==> src/rtl/qoa_pkg.sv <==
// Shared definitions for the multi-channel QOA LMS decoder: opcode fields,
// FSM states, shift defaults, int16 limits and small helper functions.
package qoa_pkg;

    localparam int FRAC_SHIFT_DEF  = 13;
    localparam int DELTA_SHIFT_DEF = 4;

    // Command byte layout
    localparam int OP_DECODE_BIT = 0;
    localparam int OP_HI_BIT     = 7;
    localparam int LOAD_SEL_BIT  = 1;
    localparam int LOAD_IDX_LSB  = 2;
    localparam int CH_LSB        = 2;

    localparam logic [7:0] OP_CLASS_MASK = 8'hC0;
    localparam logic [7:0] OP_READ       = 8'h80;
    localparam logic [7:0] OP_SELECT     = 8'hC0;

    localparam logic signed [15:0] INT16_MIN = 16'sh8000;
    localparam logic signed [15:0] INT16_MAX = 16'sh7FFF;

    typedef enum logic [2:0] {
        IDLE,
        LOAD_HI,
        LOAD_LO,
        MAC,
        UPDATE,
        READ_SKIP
    } state_t;

    function automatic logic signed [15:0] clamp16(input logic signed [31:0] v);
        if (v > 32'(INT16_MAX)) return INT16_MAX;
        if (v < 32'(INT16_MIN)) return INT16_MIN;
        return v[15:0];
    endfunction

    function automatic int ch_bits(input int n);
        return (n > 1) ? $clog2(n) : 1;
    endfunction

endpackage

==> src/rtl/qoa_lms_bank.sv <==
// Per-channel LMS storage: four history and four weight words per channel,
// with an indexed read tap, a word load port and the post-decode update.
module qoa_lms_bank #(
    parameter int NUM_CH = 2,
    parameter int CW     = 1
) (
    input  logic                clk,
    input  logic                rst,
    input  logic [CW-1:0]       ch,
    input  logic [1:0]          rd_idx,
    output logic signed [15:0]  rd_hist,
    output logic signed [15:0]  rd_wt,
    output logic signed [15:0]  last_sample,
    input  logic                load_en,
    input  logic                load_sel,
    input  logic [1:0]          load_idx,
    input  logic [15:0]         load_data,
    input  logic                upd_en,
    input  logic signed [15:0]  upd_sample,
    input  logic signed [15:0]  upd_delta
);

    logic signed [15:0] hist [NUM_CH][4];
    logic signed [15:0] wt   [NUM_CH][4];

    assign rd_hist     = hist[ch][rd_idx];
    assign rd_wt       = wt[ch][rd_idx];
    assign last_sample = hist[ch][3];

    // Weight updates read the pre-shift history thanks to non-blocking semantics.
    always_ff @(posedge clk) begin
        if (rst) begin
            for (int c = 0; c < NUM_CH; c++) begin
                for (int i = 0; i < 4; i++) begin
                    hist[c][i] <= '0;
                    wt[c][i]   <= '0;
                end
            end
        end else if (upd_en) begin
            for (int i = 0; i < 4; i++) begin
                wt[ch][i] <= wt[ch][i] + (hist[ch][i][15] ? -upd_delta : upd_delta);
            end
            hist[ch][0] <= hist[ch][1];
            hist[ch][1] <= hist[ch][2];
            hist[ch][2] <= hist[ch][3];
            hist[ch][3] <= upd_sample;
        end else if (load_en) begin
            if (load_sel) wt[ch][load_idx]   <= load_data;
            else          hist[ch][load_idx] <= load_data;
        end
    end

endmodule

==> src/rtl/qoa_rom.sv <==
// QOA dequantisation ROM: scalefactor index sf and quantised residual qr
// map to the signed dequantised residual (round(scale * {0.75,2.5,4.5,7})).
module qoa_rom (
    input  logic [3:0]         sf,
    input  logic [2:0]         qr,
    output logic signed [15:0] dequant
);

    logic [11:0] scale;
    logic [4:0]  mult4;
    logic [16:0] scaled;
    logic signed [15:0] mag;

    always_comb begin
        scale = 12'd1;
        case (sf)
            4'd0:  scale = 12'd1;
            4'd1:  scale = 12'd7;
            4'd2:  scale = 12'd21;
            4'd3:  scale = 12'd45;
            4'd4:  scale = 12'd84;
            4'd5:  scale = 12'd138;
            4'd6:  scale = 12'd211;
            4'd7:  scale = 12'd304;
            4'd8:  scale = 12'd421;
            4'd9:  scale = 12'd562;
            4'd10: scale = 12'd731;
            4'd11: scale = 12'd928;
            4'd12: scale = 12'd1157;
            4'd13: scale = 12'd1419;
            4'd14: scale = 12'd1715;
            default: scale = 12'd2048;
        endcase
    end

    // Multipliers held as 4x values so the +2 and >>2 give round-half-up.
    always_comb begin
        mult4 = 5'd3;
        case (qr[2:1])
            2'd0:    mult4 = 5'd3;
            2'd1:    mult4 = 5'd10;
            2'd2:    mult4 = 5'd18;
            default: mult4 = 5'd28;
        endcase
    end

    assign scaled  = 17'(scale) * 17'(mult4) + 17'd2;
    assign mag     = {1'b0, scaled[16:2]};
    assign dequant = qr[0] ? -mag : mag;

endmodule

==> src/rtl/qoa_lms_decoder_mc.sv <==
// Multi-channel QOA LMS sample decoder driven by SPI command bytes.
// Build macro QOA_AUTO_CH_ADV_EN: advance the active channel after every decode.
module qoa_lms_decoder_mc
    import qoa_pkg::*;
#(
    parameter int NUM_CH      = 2,
    parameter int FRAC_SHIFT  = FRAC_SHIFT_DEF,
    parameter int DELTA_SHIFT = DELTA_SHIFT_DEF
) (
    input  logic        sys_clk,
    input  logic        sys_rst,
    input  logic        in_valid,
    input  logic [7:0]  in_byte,
    output logic        busy,
    output logic        overrun,
    output logic [15:0] sample_out,
    output logic        sample_valid,
    output logic [3:0]  sample_ch,
    output logic [15:0] tx_word
);

    localparam int         CW       = ch_bits(NUM_CH);
    localparam logic [4:0] NUM_CH_W = 5'(NUM_CH);
`ifdef QOA_AUTO_CH_ADV_EN
    localparam bit         AUTO_ADV = 1'b1;
`else
    localparam bit         AUTO_ADV = 1'b0;
`endif
    localparam logic [3:0] LAST_CH  = 4'(NUM_CH - 1);

    state_t state, next_state;

    logic [3:0]         ch;
    logic [3:0]         sel_ch;
    logic signed [15:0] dequant, rom_out, delta;
    logic signed [15:0] rd_hist, rd_wt, last_sample, sample_next;
    logic signed [31:0] acc, prod, pred, sum;
    logic [1:0]         tap, load_idx;
    logic [7:0]         hi_byte;
    logic               load_sel, skip_second;
    logic               is_decode, is_load, is_read, load_en, upd_en;

    assign is_decode = in_byte[OP_DECODE_BIT];
    assign is_load   = !is_decode && !in_byte[OP_HI_BIT];
    assign is_read   = !is_decode && ((in_byte & OP_CLASS_MASK) == OP_READ);
    assign sel_ch    = in_byte[CH_LSB +: 4];

    // in_valid is a one-cycle strobe with no back-pressure: a byte that
    // arrives while busy is high is discarded and latches overrun.
    assign busy = (state == MAC) || (state == UPDATE);

    assign prod        = 32'(rd_hist) * 32'(rd_wt);
    assign pred        = acc >>> FRAC_SHIFT;
    assign sum         = pred + 32'(dequant);
    assign sample_next = clamp16(sum);
    assign delta       = dequant >>> DELTA_SHIFT;

    qoa_rom u_rom (
        .sf      (in_byte[7:4]),
        .qr      (in_byte[3:1]),
        .dequant (rom_out)
    );

    qoa_lms_bank #(.NUM_CH(NUM_CH), .CW(CW)) u_bank (
        .clk         (sys_clk),
        .rst         (sys_rst),
        .ch          (ch[CW-1:0]),
        .rd_idx      (tap),
        .rd_hist     (rd_hist),
        .rd_wt       (rd_wt),
        .last_sample (last_sample),
        .load_en     (load_en),
        .load_sel    (load_sel),
        .load_idx    (load_idx),
        .load_data   ({hi_byte, in_byte}),
        .upd_en      (upd_en),
        .upd_sample  (sample_next),
        .upd_delta   (delta)
    );

    always_ff @(posedge sys_clk) begin
        if (sys_rst) state <= IDLE;
        else         state <= next_state;
    end

    always_comb begin
        next_state = state;
        load_en    = 1'b0;
        upd_en     = 1'b0;
        case (state)
            IDLE: if (in_valid) begin
                if (is_decode)    next_state = MAC;
                else if (is_load) next_state = LOAD_HI;
                else if (is_read) next_state = READ_SKIP;
            end
            LOAD_HI:   if (in_valid) next_state = LOAD_LO;
            LOAD_LO:   if (in_valid) begin
                next_state = IDLE;
                load_en    = 1'b1;
            end
            MAC:       if (tap == 2'd3) next_state = UPDATE;
            UPDATE: begin
                next_state = IDLE;
                upd_en     = 1'b1;
            end
            READ_SKIP: if (in_valid && skip_second) next_state = IDLE;
            default:   next_state = IDLE;
        endcase
    end

    always_ff @(posedge sys_clk) begin
        if (sys_rst) begin
            ch           <= '0;
            dequant      <= '0;
            acc          <= '0;
            tap          <= '0;
            hi_byte      <= '0;
            load_sel     <= 1'b0;
            load_idx     <= '0;
            skip_second  <= 1'b0;
            overrun      <= 1'b0;
            sample_out   <= '0;
            sample_valid <= 1'b0;
            sample_ch    <= '0;
            tx_word      <= '0;
        end else begin
            sample_valid <= 1'b0;
            if (in_valid && busy) overrun <= 1'b1;
            case (state)
                IDLE: if (in_valid) begin
                    if (is_decode) begin
                        dequant <= rom_out;
                        acc     <= '0;
                        tap     <= '0;
                    end else if (is_load) begin
                        load_sel <= in_byte[LOAD_SEL_BIT];
                        load_idx <= in_byte[LOAD_IDX_LSB +: 2];
                    end else if (is_read) begin
                        tx_word     <= last_sample;
                        skip_second <= 1'b0;
                    end else if ({1'b0, sel_ch} < NUM_CH_W) begin
                        ch <= sel_ch;
                    end
                end
                LOAD_HI:   if (in_valid) hi_byte <= in_byte;
                READ_SKIP: if (in_valid) skip_second <= 1'b1;
                MAC: begin
                    acc <= acc + prod;
                    tap <= tap + 2'd1;
                end
                UPDATE: begin
                    sample_out   <= sample_next;
                    sample_ch    <= ch;
                    sample_valid <= 1'b1;
                    acc          <= '0;
                    if (AUTO_ADV) ch <= (ch == LAST_CH) ? 4'd0 : ch + 4'd1;
                end
                default: ;
            endcase
        end
    end

endmodule

==> config.mk <==
export PLATFORM = sky130hd
export DESIGN_NAME = qoa_lms_decoder_mc
export DESIGN_NICKNAME = d
export VERILOG_FILES = /design/src/rtl/qoa_pkg.sv /design/src/rtl/qoa_lms_bank.sv /design/src/rtl/qoa_rom.sv /design/src/rtl/qoa_lms_decoder_mc.sv
export SDC_FILE = /design/constraint.sdc
export NUM_CORES = 2
export LEC_CHECK = 0
export ABC_AREA = 1
export CAP_MARGIN = 20
export CORE_UTILIZATION = 30
export CTS_CLUSTER_SIZE = 28
export DETAILED_ROUTE_END_ITERATION = 7
export MAX_ROUTING_LAYER = met4
export SLEW_MARGIN = 30
export SYNTH_ARGS = -nofsm -noshare
export SYNTH_HDL_FRONTEND = slang
export SYNTH_SLANG_ARGS = --single-unit
==> constraint.sdc <==
create_clock -name sys_clk -period 8.6 [get_ports sys_clk]
set_input_delay 2.58 -clock sys_clk [delete_from_list [all_inputs] [get_ports sys_clk]]
set_output_delay 2.58 -clock sys_clk [all_outputs]
set_load 0.1 [all_outputs]
==> impl_metrics.env <==
export IMPL_multi_input_comb_area_um2=22000
export IMPL_tns_ps=0
export IMPL_clk_latency_ps=650
export IMPL_cts_htree_levels=2
export IMPL_post_dp_hpwl_um=87100
export IMPL_cts_num_sinks=364
export IMPL_status="finished clean"
export IMPL_timing_final_hold_violations=0
export IMPL_num_antenna_cells=0
export IMPL_die_y_um=347
export IMPL_overflow=0
export IMPL_initialDrtViolationCount=2626
export IMPL_synthesis_yosys_warnings=0
export IMPL_wl_um=114000
export IMPL_die_w_um=347
export IMPL_globalRouteTotalUtil_pct=19.5
export IMPL_type_of_the_setup_path_with_the_least_slack="reg2reg"
export IMPL_mappedNetlistNets=5265
export IMPL_rsz0062_at_grt="no"
export IMPL_worst_endpoint_required_ps=9050
export IMPL_postSynthRegisterBits=364
export IMPL_postSynthCellCount=4716
export IMPL_worst_slew_margin_rel_pct=26.1
export IMPL_worst_path_max_delay_cell="fa_1"
export IMPL_cts_hold_fix_buffers=0
export IMPL_regArea_um2=9850
export IMPL_critPathLaunchType="flip-flop"
export IMPL_grt_start_max_net_pins=94
export IMPL_clkSlewWorstSetupHoldPaths_ps=70
export IMPL_fin_worst_hold_slack_ps=467
export IMPL_cts_buffers_inserted=45
export IMPL_tightestPinTransition_ps=1100
export IMPL_cp_end_kind="flip-flop"
export IMPL_cts_tree="done"
export IMPL_cts_root_buffer="clkbuf_16"
export IMPL_crit_top_cell="fa_1"
export IMPL_routedWlPerCell_um=18.1
export IMPL_ctsResizeCount=0
export IMPL_cts_path_max_buffers=3
export IMPL_placement_setup_worst_slack_ps=624
export IMPL_ant_nets=0
export IMPL_die_area_um2=120000
export IMPL_grt_pass1_wl_um=177000
export IMPL_port_buffers=49
export IMPL_post_placement_cell_count=6201
export IMPL_grt_pass1_vias=30500
export IMPL_cap_viol_max_count=0
export IMPL_min_period_over_period_pct=92.4
export IMPL_num_vias=31000
export IMPL_worstPathArrival_ps=8400
export IMPL_drc=0
export IMPL_syn_area_per_cell_um2=7.57
export IMPL_async_reset_ff_share_pct=0
export IMPL_critical_path_top_delay_family="adder cells"
export IMPL_period_needed_ps=7950
export IMPL_finalSetupViolations=0
export IMPL_final_setup_skew_ps=64.2
export IMPL_ys_flop_type="edfxtp_1"
export IMPL_instances_no_fill=6285
export IMPL_layout_filler_cells=12600
export IMPL_first_pass_iters=6
export IMPL_grt_antenna_before_repair=0
export IMPL_num_rows=126
export IMPL_ys_seq_area_share_pct=27.6
export IMPL_synth_cell_area_um2=35700
export IMPL_core_area_um2=118000
export IMPL_critical_path_max_fanout=93
export IMPL_min_path_type="reg2reg"
export IMPL_setup_ws_ps=654
export IMPL_timing_fmax_mhz=126
export IMPL_number_of_distinct_standard_cells_referenced_by_the_synthesized_netlist=49
export IMPL_syn_to_final_growth_pct=10.8
export IMPL_synth_edf_count=256
export IMPL_cp_slowest_stage_delay_ps=550
export IMPL_drive_above_1_share_pct=5.16
export IMPL_final_net_count=5261
export IMPL_final_max_slew_viol_count=0
export IMPL_initial_utilization_pct=30.3
export IMPL_cp_buffers_inverters=7
export IMPL_place_gp_congestion=0.974
export IMPL_via_per_inst=4.93
export IMPL_boundaryPins=50
export IMPL_cts_repair_timing_setup_buffer_count=0
-- placed cells by master, fill, tap and decap left out, types with 6 or more instances in the layout --
cell type and count:
dfxtp_1 106, o21a_1 7, xnor2_1 21, nor2_2 10, clkinv_1 6, a21oi_1 261
o21ai_0 263, o21bai_1 11, clkbuf_16 45, mux2i_1 19, or2_2 45, inv_2 10
nand3_1 182, ha_1 210, nand2_1 1237, a22oi_1 6, o211ai_1 28, inv_1 822
buf_4 81, and2_1 7, nor3_1 46, clkinv_2 11, a211oi_1 14, o21ai_1 43
nor4_1 20, clkbuf_1 14, fa_1 328, xor2_1 45, a21o_1 6, edfxtp_1 256
nand4_1 28, clkdlybuf4s50_1 48, nor2_1 438
-- per-stage QoR --
stage	area (µm²)	util, %
after floorplan	35700	-
after global placement	38000	32.2
after detailed placement	38000	32.3
after CTS	39500	33.5
after global routing	39500	33.5
final	39500	33.5
-- cell type report --
class                      count  share of cell area, %
inverter                     836                   7.94
tap                         1536                   4.86
clock buffer                  63                   3.12
multi-input combinational   3332                   55.7
timing repair buffer         133                   2.92
sequential                   364                   24.9
clock inverter                21                  0.563
-- per-layer routing --
metal | track usage (%) | vias to the layer above | wire (µm)
met1 | 25.8 | 14900 | 50100
met4 | 6.63 | 0 | 4150
li1 | - | 14800 | -
met5 | - | - | 0
met3 | 2.08 | 181 | 7960
met2 | 31.0 | 1047 | 51700
-- synthesized netlist by cell type, types with 4 or more instances --
| cell type | instances | area, µm² |
|---|---|---|
| nand4_1 | 28 | 175 |
| nor4_1 | 20 | 125 |
| nand2_2 | 4 | 25.0 |
| nand3_1 | 182 | 911 |
| buf_1 | 8 | 30.0 |
| a21boi_0 | 4 | 30.0 |
| o21ai_1 | 41 | 205 |
| dfxtp_1 | 108 | 2160 |
| a211oi_1 | 14 | 105 |
| buf_4 | 7 | 52.6 |
| xnor2_1 | 21 | 184 |
| nor2_2 | 8 | 50.1 |
| xor2_1 | 45 | 394 |
| o22ai_1 | 9 | 56.3 |
| a21o_1 | 6 | 45.0 |
| a31oi_1 | 7 | 43.8 |
| nor3_1 | 47 | 235 |
| ha_1 | 210 | 2630 |
| nor2_1 | 441 | 1660 |
| or2_2 | 45 | 282 |
| a21oi_1 | 263 | 1320 |
| and2_1 | 7 | 43.8 |
| buf_2 | 66 | 330 |
| clkbuf_1 | 103 | 387 |
| inv_1 | 823 | 3090 |
| o21ai_0 | 265 | 1330 |
| a22oi_1 | 6 | 45.0 |
| o21ai_2 | 7 | 61.3 |
| o211ai_1 | 28 | 210 |
| inv_2 | 10 | 37.5 |
| nand2_1 | 1238 | 4650 |
| fa_1 | 328 | 6570 |
| mux2i_1 | 19 | 190 |
| nand3b_1 | 4 | 30.0 |
| o21bai_1 | 11 | 82.6 |
| o21a_1 | 7 | 52.6 |
| edfxtp_1 | 256 | 7690 |
-- state kept, by name (all words and copies together), names as in the netlist, named ones only --
register and count:
dequant 16, overrun 1, skip_second 1, state 3, ch 4, sample_out 16
acc 32, hi_byte 8, load_idx 2, tx_word 16, sample_valid 1, tap 2
load_sel 1, u_bank.hist 128, u_bank.wt 128, sample_ch 4
-- cell families (layout without fill, tap and decap cells) --
| group | after synthesis | in the layout | synth area share, % |
|---|---|---|---|
| fa+ha+maj | 538 | 538 | 25.8 |
| mux | 22 | 22 | 0.628 |
| xor+xnor | 66 | 66 | 1.62 |
| buf+inv | 1020 | 1053 | 11.0 |
| simple gates | 2031 | 2031 | 23.1 |
| compound gates | 674 | 674 | 10.2 |
| other cells | 1 | 1 | 0.0105 |
| flops | 364 | 364 | 27.6 |
-- final timing paths --
kind	from	to	slack, ps	cells after the start
worst min register to register	skip_second	skip_second	470	2
worst max-delay path	flip-flop	acc[27]	650	29
worst min-delay path	skip_second	skip_second	470	2
worst max register to register	flip-flop	acc[27]	650	29
-- worst reg2reg max path, delay by kind of cell, from the launching register on --
| family | cells | cell delay, ps |
|---|---|---|
| DFF | 1 | 360 |
| and+or+nand+nor | 9 | 1230 |
| buffers and inverters | 7 | 1390 |
| adders and majority gates | 7 | 3370 |
| AOI/OAI and AO/OA | 6 | 1410 |
Power is not shown: default switching activity piles up to over one toggle a cycle in this logic, so the estimate is an artifact.
